## src/rtl/acc_buffer_ring_pkg.sv

```systemverilog
// Package for the rotating accumulation buffer.
//   bank_state_t : per-bank life cycle EMPTY -> ACC -> FULL -> EMPTY
//   ptr_inc      : ring-pointer increment with wrap from nbank-1 to 0
package acc_buffer_pkg;

    typedef enum logic [1:0] {
        EMPTY = 2'd0,
        ACC   = 2'd1,
        FULL  = 2'd2
    } bank_state_t;

    function automatic int unsigned ptr_inc(input int unsigned ptr, input int unsigned nbank);
        return (ptr >= nbank - 1) ? 0 : ptr + 1;
    endfunction

endpackage

```

## src/rtl/acc_buffer_ring_if.sv

```systemverilog
// Handshake bundle for acc_buffer_ring.
//   Input side : iValid, oInReady, iLast, iClear, iData[IDIM]
//   Output side: oValid, iOutReady, oData[IDIM], oSat, oFullCnt
//   slave modport  : used by the buffer
//   master modport : used by whoever drives lanes and consumes windows
interface acc_buffer_ring_if #(
    parameter int IDIM  = 4,
    parameter int IWID  = 1,
    parameter int OWID  = 8,
    parameter int NBANK = 2
) ();
    localparam int CW = $clog2(NBANK + 1);

    logic            iValid;
    logic            oInReady;
    logic            iLast;
    logic            iClear;
    logic [IWID-1:0] iData [IDIM];
    logic            oValid;
    logic            iOutReady;
    logic [OWID-1:0] oData [IDIM];
    logic [IDIM-1:0] oSat;
    logic [CW-1:0]   oFullCnt;

    modport slave (
        input  iValid, iLast, iClear, iData, iOutReady,
        output oInReady, oValid, oData, oSat, oFullCnt
    );

    modport master (
        output iValid, iLast, iClear, iData, iOutReady,
        input  oInReady, oValid, oData, oSat, oFullCnt
    );
endinterface

```

## src/rtl/acc_buffer_ring_bank.sv

```systemverilog
// acc_bank: one bank of the rotating accumulation buffer.
//   clk, rst_n  : clock, asynchronous active-low reset
//   add_en_i    : add data_i into the lanes this edge
//   complete_i  : the added beat closes the window (bank becomes FULL)
//   clear_i     : abort the window (zero contents, back to EMPTY)
//   drain_i     : window consumed (zero contents, back to EMPTY)
//   data_i      : input lanes
//   state_o     : bank state
//   acc_o/sat_o : lane accumulators and sticky overflow flags
// Optional macro ACC_BUF_SAT_EN: clamp at 2^OWID-1 instead of wrapping.
module acc_bank
    import acc_buffer_pkg::*;
#(
    parameter int IDIM = 4,
    parameter int IWID = 1,
    parameter int OWID = 8
) (
    input  logic            clk,
    input  logic            rst_n,
    input  logic            add_en_i,
    input  logic            complete_i,
    input  logic            clear_i,
    input  logic            drain_i,
    input  logic [IWID-1:0] data_i [IDIM],
    output bank_state_t     state_o,
    output logic [OWID-1:0] acc_o [IDIM],
    output logic [IDIM-1:0] sat_o
);
    bank_state_t     state_q;
    logic [OWID-1:0] acc_q [IDIM];
    logic            sat_q [IDIM];

    always_ff @(posedge clk or negedge rst_n) begin
        if (!rst_n) begin
            state_q <= EMPTY;
        end else if (drain_i || clear_i) begin
            state_q <= EMPTY;
        end else if (add_en_i) begin
            state_q <= complete_i ? FULL : ACC;
        end
    end

    assign state_o = state_q;

    for (genvar gi = 0; gi < IDIM; gi++) begin : g_lane
        logic [OWID:0]   sum_w;
        logic            carry_w;
        logic [OWID-1:0] acc_d;

        always_comb begin
            sum_w   = {1'b0, acc_q[gi]} + (OWID+1)'(data_i[gi]);
            carry_w = sum_w[OWID];
`ifdef ACC_BUF_SAT_EN
            acc_d   = carry_w ? {OWID{1'b1}} : sum_w[OWID-1:0];
`else
            acc_d   = sum_w[OWID-1:0];
`endif
        end

        always_ff @(posedge clk or negedge rst_n) begin
            if (!rst_n) begin
                acc_q[gi] <= '0;
                sat_q[gi] <= 1'b0;
            end else if (drain_i || clear_i) begin
                acc_q[gi] <= '0;
                sat_q[gi] <= 1'b0;
            end else if (add_en_i) begin
                acc_q[gi] <= acc_d;
                sat_q[gi] <= sat_q[gi] | carry_w;
            end
        end

        assign acc_o[gi] = acc_q[gi];
        assign sat_o[gi] = sat_q[gi];
    end

endmodule

```

## src/rtl/acc_buffer_ring.sv

```systemverilog
// acc_buffer_ring: NBANK-bank rotating accumulation buffer.
// Lanes accumulate into bank[wptr]; completed windows drain from bank[rptr].
//   clk, rst_n : clock, asynchronous active-low reset
//   bus        : acc_buffer_ring_if.slave (input beats, output windows,
//                per-lane sticky saturation, count of FULL banks)
// Optional macro ACC_BUF_SAT_EN (in acc_bank): clamp instead of wrap.
module acc_buffer_ring
    import acc_buffer_pkg::*;
#(
    parameter int IDIM  = 4,
    parameter int IWID  = 1,
    parameter int OWID  = 8,
    parameter int NBANK = 2
) (
    input  logic               clk,
    input  logic               rst_n,
    acc_buffer_ring_if.slave   bus
);
    localparam int PW = (NBANK > 1) ? $clog2(NBANK) : 1;
    localparam int CW = $clog2(NBANK + 1);

    logic [PW-1:0] wptr_q, wptr_d;
    logic [PW-1:0] rptr_q, rptr_d;
    logic [CW-1:0] full_cnt_q, full_cnt_d;

    bank_state_t     st_w  [NBANK];
    logic [OWID-1:0] acc_w [NBANK][IDIM];
    logic [IDIM-1:0] sat_w [NBANK];

    logic wr_full_w, rd_valid_w, accept_w, complete_w, clear_w, drain_w;

    // Ready and valid look only at registered bank state, so a drain in
    // this cycle never opens the input side until the next cycle.
    assign wr_full_w  = (st_w[wptr_q] == FULL);
    assign rd_valid_w = (st_w[rptr_q] == FULL);
    assign accept_w   = bus.iValid & ~wr_full_w & ~bus.iClear;
    assign complete_w = accept_w & bus.iLast;
    assign clear_w    = bus.iClear & ~wr_full_w;
    assign drain_w    = rd_valid_w & bus.iOutReady;

    for (genvar gi = 0; gi < NBANK; gi++) begin : g_bank
        logic is_w, is_r;
        assign is_w = (wptr_q == PW'(gi));
        assign is_r = (rptr_q == PW'(gi));

        acc_bank #(
            .IDIM(IDIM),
            .IWID(IWID),
            .OWID(OWID)
        ) u_bank (
            .clk        (clk),
            .rst_n      (rst_n),
            .add_en_i   (accept_w & is_w),
            .complete_i (complete_w & is_w),
            .clear_i    (clear_w & is_w),
            .drain_i    (drain_w & is_r),
            .data_i     (bus.iData),
            .state_o    (st_w[gi]),
            .acc_o      (acc_w[gi]),
            .sat_o      (sat_w[gi])
        );
    end

    always_comb begin
        wptr_d     = complete_w ? PW'(ptr_inc(int'(wptr_q), NBANK)) : wptr_q;
        rptr_d     = drain_w    ? PW'(ptr_inc(int'(rptr_q), NBANK)) : rptr_q;
        full_cnt_d = full_cnt_q;
        if (complete_w && !drain_w) begin
            full_cnt_d = full_cnt_q + CW'(1);
        end else if (drain_w && !complete_w) begin
            full_cnt_d = full_cnt_q - CW'(1);
        end
    end

    always_ff @(posedge clk or negedge rst_n) begin
        if (!rst_n) begin
            wptr_q     <= '0;
            rptr_q     <= '0;
            full_cnt_q <= '0;
        end else begin
            wptr_q     <= wptr_d;
            rptr_q     <= rptr_d;
            full_cnt_q <= full_cnt_d;
        end
    end

    assign bus.oInReady = ~wr_full_w;
    assign bus.oValid   = rd_valid_w;
    assign bus.oSat     = rd_valid_w ? sat_w[rptr_q] : '0;
    assign bus.oFullCnt = full_cnt_q;

    for (genvar gi = 0; gi < IDIM; gi++) begin : g_out
        assign bus.oData[gi] = rd_valid_w ? acc_w[rptr_q][gi] : '0;
    end

endmodule

```

## src/flat_wrapper.sv

```systemverilog
// flat-port wrapper written by rule: the top's interface ports become plain ports
module acc_buffer_ring_flat import acc_buffer_pkg::*;
#(
    parameter int IDIM  = 4,
    parameter int IWID  = 1,
    parameter int OWID  = 8,
    parameter int NBANK = 2
)
  (clk, rst_n, bus_iValid, bus_iLast, bus_iClear, bus_iData, bus_iOutReady, bus_oInReady, bus_oValid, bus_oData, bus_oSat, bus_oFullCnt);
  acc_buffer_ring_if #(.IDIM(IDIM), .IWID(IWID), .OWID(OWID), .NBANK(NBANK)) bus_i ();
  input  logic clk;
  input  logic rst_n;
  input wire logic [$bits(bus_i.iValid)-1:0] bus_iValid;
  input wire logic [$bits(bus_i.iLast)-1:0] bus_iLast;
  input wire logic [$bits(bus_i.iClear)-1:0] bus_iClear;
  input wire logic [$bits(bus_i.iData)-1:0] bus_iData;
  input wire logic [$bits(bus_i.iOutReady)-1:0] bus_iOutReady;
  output wire logic [$bits(bus_i.oInReady)-1:0] bus_oInReady;
  output wire logic [$bits(bus_i.oValid)-1:0] bus_oValid;
  output wire logic [$bits(bus_i.oData)-1:0] bus_oData;
  output wire logic [$bits(bus_i.oSat)-1:0] bus_oSat;
  output wire logic [$bits(bus_i.oFullCnt)-1:0] bus_oFullCnt;
  assign bus_i.iValid = bus_iValid;
  assign bus_i.iLast = bus_iLast;
  assign bus_i.iClear = bus_iClear;
  assign bus_i.iData = {>>{bus_iData}};
  assign bus_i.iOutReady = bus_iOutReady;
  assign bus_oInReady = bus_i.oInReady;
  assign bus_oValid = bus_i.oValid;
  assign bus_oData = {>>{bus_i.oData}};
  assign bus_oSat = bus_i.oSat;
  assign bus_oFullCnt = bus_i.oFullCnt;
  acc_buffer_ring #(.IDIM(IDIM), .IWID(IWID), .OWID(OWID), .NBANK(NBANK)) u_core (.clk(clk), .rst_n(rst_n), .bus(bus_i));
endmodule
```

## config.mk

```make
export PLATFORM = sky130hd
export DESIGN_NAME = acc_buffer_ring_flat
export DESIGN_NICKNAME = d
export VERILOG_FILES = /design/src/rtl/acc_buffer_ring_pkg.sv /design/src/rtl/acc_buffer_ring_if.sv /design/src/rtl/acc_buffer_ring_bank.sv /design/src/rtl/acc_buffer_ring.sv /design/src/flat_wrapper.sv
export SDC_FILE = /design/constraint.sdc
export NUM_CORES = 1
export LEC_CHECK = 0
export CAP_MARGIN = 20
export CORE_MARGIN = 1.5
export CORE_UTILIZATION = 40
export DETAILED_ROUTE_END_ITERATION = 8
export PLACE_DENSITY = 0.71
export SYNTH_ARGS = -nofsm -noshare
export SYNTH_HDL_FRONTEND = slang
export SYNTH_HIERARCHICAL = 1
export SYNTH_SLANG_ARGS = --single-unit
```

## constraint.sdc

```tcl
create_clock -name clk -period 2.96 [get_ports clk]
set_clock_uncertainty 0.05 [all_clocks]
set_input_delay 0.592 -clock clk [delete_from_list [all_inputs] [get_ports clk]]
set_output_delay 0.592 -clock clk [all_outputs]
set_load 0.02 [all_outputs]
```

Word level (Yosys, flattened, before mapping)
Index checks and enable logic that the tools add are counted.

storage, ports and cells
  register bits after elaboration = 80
  input bits = 10
  word-level logic and storage cells = 134
  output and inout port bits = 40

operators by class
  $lt $le $gt $ge = 4
  equality and inequality tests = 2
  reductions and logical operators = 9
  bitwise gates (word level) = 27
  muxes and demuxes = 59
  add/sub/neg operators = 12

operators by type and width
  operator               number
  $mux W8                20
  $mux W32               3
  $add A8 B1 Y9          8
  $mux W2                14
  $mux W1                18
  $mux W4                4
  $and A1 B1 Y1          13
  $or A1 B1 Y1           8
  $reduce_bool A2 Y1     3
  $eq A2 B2 Y1 const B   2
  $ge A2 B2 Y1 const B   2
  $not A1 Y1             4
  $not A1 Y2             2
  $add A1 B1 Y1 const B  2
  $add A2 B1 Y2 const B  1
  $ge A1 B1 Y1 const B   2
  $logic_and A1 B1 Y1    2
  $logic_not A1 Y1       2
  $logic_or A1 B1 Y1     2
  $sub A2 B1 Y2 const B  1

Depth between registers and ports, before layout
  depth after elaboration = 13
  gate-level depth with buffers = 9
  depth with buffers taken out = 8

Modules after synthesis
The synthesis kept the hierarchy.

by module, submodules not included
  module                              area each (um^2)  cells an instance  seq. area each (um^2)  instances
  acc_bank (u_core.g_bank[1].u_bank)  1814.2            178                950.9                  1
  acc_bank (u_core.g_bank[0].u_bank)  1804.2            176                950.9                  1
  acc_buffer_ring                     884.6             115                100.1                  1

Least setup slack after synthesis
No wires, ideal clock.

  path kind = input port to flip-flop
  start = input bus_iClear
  end = register u_core.g_bank[0].u_bank.acc_q, in the netlist u_core/g_bank[0].u_bank/acc_o[15]
  library setup time = 0.078 ns
  stages = 6
  path slack = 0.911 ns
  arrival time = 1.921 ns
  data required time = 2.832 ns
  path buffers = 1
  path through = nand2b_1 > nor3_1 > buf_6 > nand4_4 > or3_1 > a21oi_1

on the way
  cells in the longest elaborated chain, start to end = 4
  elaborated cells on any way between the ends = 8
  classes of those cells = 1 x mux; 5 x bitwise; 2 x reduce/logical

ends and longest elaborated chain
  item                                                 RTL line                                           source
  start: declaration                                   flat_wrapper.sv:15                                 input wire logic [$bits(bus_i.iClear)-1:0] bus_iClear;
  $and A1 B1 Y1 or $not A1 Y1 (tied branches)          acc_buffer_ring.sv:38, acc_buffer_ring.sv:36
  $and A1 B1 Y1 (on tied branches)                     acc_buffer_ring.sv:55, acc_buffer_ring.sv:36
  $logic_or A1 B1 Y1 or $and A1 B1 Y1 (tied branches)  acc_buffer_ring_bank.sv:64, acc_buffer_ring.sv:53
  $mux W8 or $reduce_bool A2 Y1 (tied branches)        --
  end signal: indexed assignment                       acc_buffer_ring_bank.sv:62                         acc_q[gi] <= '0;
  end signal: indexed assignment                       acc_buffer_ring_bank.sv:65                         acc_q[gi] <= '0;
  end signal: indexed assignment                       acc_buffer_ring_bank.sv:68                         acc_q[gi] <= acc_d;
  end: declaration                                     acc_buffer_ring_bank.sv:30                         logic [OWID-1:0] acc_q [IDIM];

Parallel ways exist; a longest one is shown, timed or not.
A chain may end at the register's enable or synchronous reset.

Worst setup path in the final report
  start = register u_core.rptr_q, in the netlist u_core/g_bank[1].is_r
  end = output bus_oData[31]

on the way
  cells in the longest elaborated chain, start to end = 6
  elaborated cells on any way between the ends = 9
  classes of those cells = 1 x eq/ne; 7 x mux; 1 x bitwise

ends and longest elaborated chain
  item                                        RTL line                                      source
  start: declaration                          acc_buffer_ring.sv:23                         logic [PW-1:0] rptr_q, rptr_d;
  start signal: assignment                    acc_buffer_ring.sv:82                         rptr_q <= rptr_d;
  $not A1 Y2 (not written as such) *          acc_buffer_ring.sv:35, acc_buffer_ring.sv:93
  $mux W2 (not written as such) (3 in a row)  acc_buffer_ring.sv:35                         assign rd_valid_w = (st_w[rptr_q] == FULL);
  $eq A2 B2 Y1                                acc_buffer_ring.sv:35
  $mux W8 *                                   acc_buffer_ring.sv:93                         assign bus.oData[gi] = rd_valid_w ? acc_w[rptr_q][gi] : '0;
  end: declaration                            flat_wrapper.sv:20                            output wire logic [$bits(bus_i.oData)-1:0] bus_oData;

Mark *: on every way between the ends. The rest lies on a longest branch, timed or not. The select of a mux whose other input is x is not followed.

==> flow_metrics.env <==
export IMPL_status="finished clean"
export IMPL_cts_root_buf="clkbuf_8"
export IMPL_fin_crit_sh=0.963
export IMPL_path_max_fanout=39
export IMPL_synth_nets=496
export IMPL_dp_slack_ps=73.2
export IMPL_gr_total_overflow=0
export IMPL_htree_levels=3
export IMPL_synth_edf_count=0
export IMPL_nets=545
export IMPL_finalSetupViolations=0
export IMPL_hpwl_mm=6.74
export IMPL_pwr_share_seq=0.465
export IMPL_path_clk_slew_ps=80
export IMPL_intPower_w=0.00186
export IMPL_via_per_inst=5.39
export IMPL_die_width_um=109
export IMPL_groute_usage_overall=0.187
export IMPL_ys_ff_latch=80
export IMPL_leakage_nw=2.24
export IMPL_p_total_w=0.00272
export IMPL_synth_top_area_frac=0.445
export IMPL_p_comb_frac=0.244
export IMPL_grt_max_degree=52
export IMPL_num_rows=38
export IMPL_worstPathRequired_ps=2320
export IMPL_critPathLaunchType="flip-flop"
export IMPL_fp_dieArea_sq_mm=0.0119
export IMPL_path_cells="buf_6 -> mux2i_1 -> nor2_1 -> clkdlybuf4s50_1"
export IMPL_synthTopCellsByCount="nor2_1 (85), dfrtp_1 (80), mux2i_1 (54), nand2_1 (32), a21oi_1 (27)"
export IMPL_wirelength_mm=10.3
export IMPL_cts_sinks=80
export IMPL_clock_latency_ps=350
export IMPL_cts_inserted_buffers=9
export IMPL_finalMaxSlewViolations=0
export IMPL_ys_seq_area_frac=0.445
export IMPL_synthArstFlopShare=1.00
export IMPL_grt_pass1_wl_mm=17.3
export IMPL_avgRoutedWirePerCell_um=15.5
export IMPL_antenna_cells=0
export IMPL_max_clock_path_buffers=2
export IMPL_ys_types=34
export IMPL_tightestPinTransition_ps=720
export IMPL_finalSetupTns_ps=0
export IMPL_start_util=0.414
export IMPL_ant_nets=0
export IMPL_whs_ps=123
export IMPL_crit_slowest_cell="clkdlybuf4s50_1"
export IMPL_gp_congestion=0.846
export IMPL_detail_route_iter0_violations=132
export IMPL_synthesis_area_sq_mm=0.00450
export IMPL_fillCellCount=1026
export IMPL_yosysTopAreaCell="dfrtp_1"
export IMPL_peakVddDrop_uv=310
export IMPL_num_vias=3565
export IMPL_final_util=0.493
export IMPL_antenna_found_initial=0
export IMPL_hold_path_class="in -> async"
export IMPL_critical_path_class="reg -> out"
export IMPL_critPathBufInv=2
export IMPL_layout_drive_gt1_share=0.0690
export IMPL_yosys_top_cells_area="dfrtp_1 (44%), mux2i_1 (12%), nor2_1 (7.1%)"
export IMPL_switchingPower_w=0.000852
export IMPL_die_y_um=109
export IMPL_period_minus_slack_ps=2850
export IMPL_hold_viol_final=0
export IMPL_pin_count=50
export IMPL_syn_to_final_growth_pct=19.3
export IMPL_max_cap_violations=0
export IMPL_crit_arrival_ps=2210
export IMPL_switching_share=0.314
export IMPL_core_region_area_sq_mm=0.0109
export IMPL_rsz0062_at_grt="no"
export IMPL_fmax_mhz=351
export IMPL_power_density_mw_per_mm2=506
export IMPL_ys_flop_type="dfrtp_1"
export IMPL_syn_area_per_cell_sq_um=9.60
export IMPL_synth_cells=469
export IMPL_slowest_delay_ps=540
export IMPL_max_slew_margin=0.520
export IMPL_grt_pass1_vias=3719
export IMPL_synth_most_common_cell="nor2_1"
export IMPL_numPortBuffers=49
export IMPL_power_frac_clock=0.291
export IMPL_drt_drc_violations_left=0
export IMPL_yosys_warnings=6
export IMPL_worst_slack_ps=111
export IMPL_cp_end_kind="output port"
export IMPL_tritoncts="yes"
export IMPL_crit_family="buffers and inverters"
export IMPL_first_pass_iters=4
## state kept, by name, summed over array words and instances, names as in the netlist
signal	cells
u_core/g_bank.u_bank/sat_o	8
u_core/g_bank.is_r	1
u_core/g_bank.u_bank/state_o	4
u_core/bus.oFullCnt	2
u_core/g_bank.is_w	1
u_core/g_bank.u_bank/acc_o	64
## path summary, 6_finish.rpt
| path | cells past startpoint | endpoint | slack, ps | startpoint |
|---|---|---|---|---|
| max | 4 | bus_oData[31] | 110 | u_core/g_bank[1].is_r |
| min | 1 | u_core/g_bank[0].u_bank/acc_o[25] | 120 | rst_n |
| max reg2reg | 4 | u_core/g_bank[1].u_bank/acc_o[27] | 920 | u_core/g_bank[1].is_r |
| min reg2reg | 1 | u_core/bus.oFullCnt[1] | 420 | u_core/bus.oFullCnt[1] |
| max in group asynchronous | 2 | u_core/g_bank[1].u_bank/sat_o[0] | 2120 | rst_n |
| min in group clk | 1 | u_core/bus.oFullCnt[1] | 420 | u_core/bus.oFullCnt[1] |
## layout make-up
class / count / area, sq um / share of cell area
Sequential cell: 80 / 2000 / 0.373
Clock buffer: 12 / 145 / 0.0270
Timing Repair Buffer: 59 / 617 / 0.115
Inverter: 6 / 22.5 / 0.00419
Multi-Input combinational cell: 362 / 2370 / 0.441
Clock inverter: 3 / 42.5 / 0.00792
Tap cell: 140 / 175 / 0.0326
## repair_timing
action / 4_1_cts / 5_1_grt
hold buffers: 0 / 0
cloned: 1 / 0
buffers inserted: 2 / 2
gates resized for setup: 2 / 1
setup endpoints to repair: 37 / 21
## placed cells by master (no fill, tap or decap), types with 2 or more instances in the layout
cell type        synthesis  layout
or3_1                   25      25
o21a_1                   5       5
clkdlybuf4s50_1          0      48
or2_2                    2       2
dfrtp_1                 80      79
nand2b_1                 3       3
buf_12                   0       4
mux2i_1                 54      54
clkbuf_1                 9       2
buf_4                    4       6
clkbuf_8                 0      10
a21oi_1                 27      27
nand4_4                  2       2
nand3_1                 12      12
nand4_1                 22      22
o31ai_1                  4       4
mux2i_4                  1       2
nor3_1                   7       6
nand2_1                 32      32
ha_1                    17      17
xor2_1                  24      24
nor2_1                  85      84
and3_1                   2       2
inv_1                    6       6
o21ai_0                 25      25
xnor2_1                  3       3
## worst reg2reg max path, cell delays in order (launching register included)
cell and delay, ps:
dfrtp_2 460, buf_6 440, and3_1 260, or2_2 570, nor2_1 120
## stage by stage
step                      cells  cell area [sq um]
after floorplan             469               4500
after CTS                   660               5350
after detailed placement    642               5100
after global routing        662               5370
final                       662               5370
after global placement      642               5100
## power by group through the flow
stage / logic (W) / clock network, W / registers, W
final: 0.000662 / 0.000791 / 0.00126
after global routing: 0.000715 / 0.000861 / 0.00128
after CTS: 0.000664 / 0.000815 / 0.00126
after detailed placement: 0.000646 / 0 / 0.00127
after global placement: 0.000627 / 0 / 0.00127
after floorplan: 0.000508 / 0 / 0.00126
## logic make-up (layout without fill, tap and decap cells)
family	Yosys count	count (layout)	synth area share
AO/OA/AOI/OAI	64	64	0.0781
XOR/XNOR	27	27	0.0525
AND/OR/NAND/NOR	198	198	0.215
multiplexers	55	56	0.125
buffers and inverters	28	80	0.0375
adder cells (fa/ha/maj)	17	17	0.0472
flip-flops	80	80	0.445
## layer usage
layer	GRT usage	part of all wire	wire, um
met5	0	0	0
met4	0.0742	0.019	199
met3	0.0329	0.037	383
met2	0.325	0.50	5150
met1	0.229	0.44	4530
(Power assumes the default switching activity.)
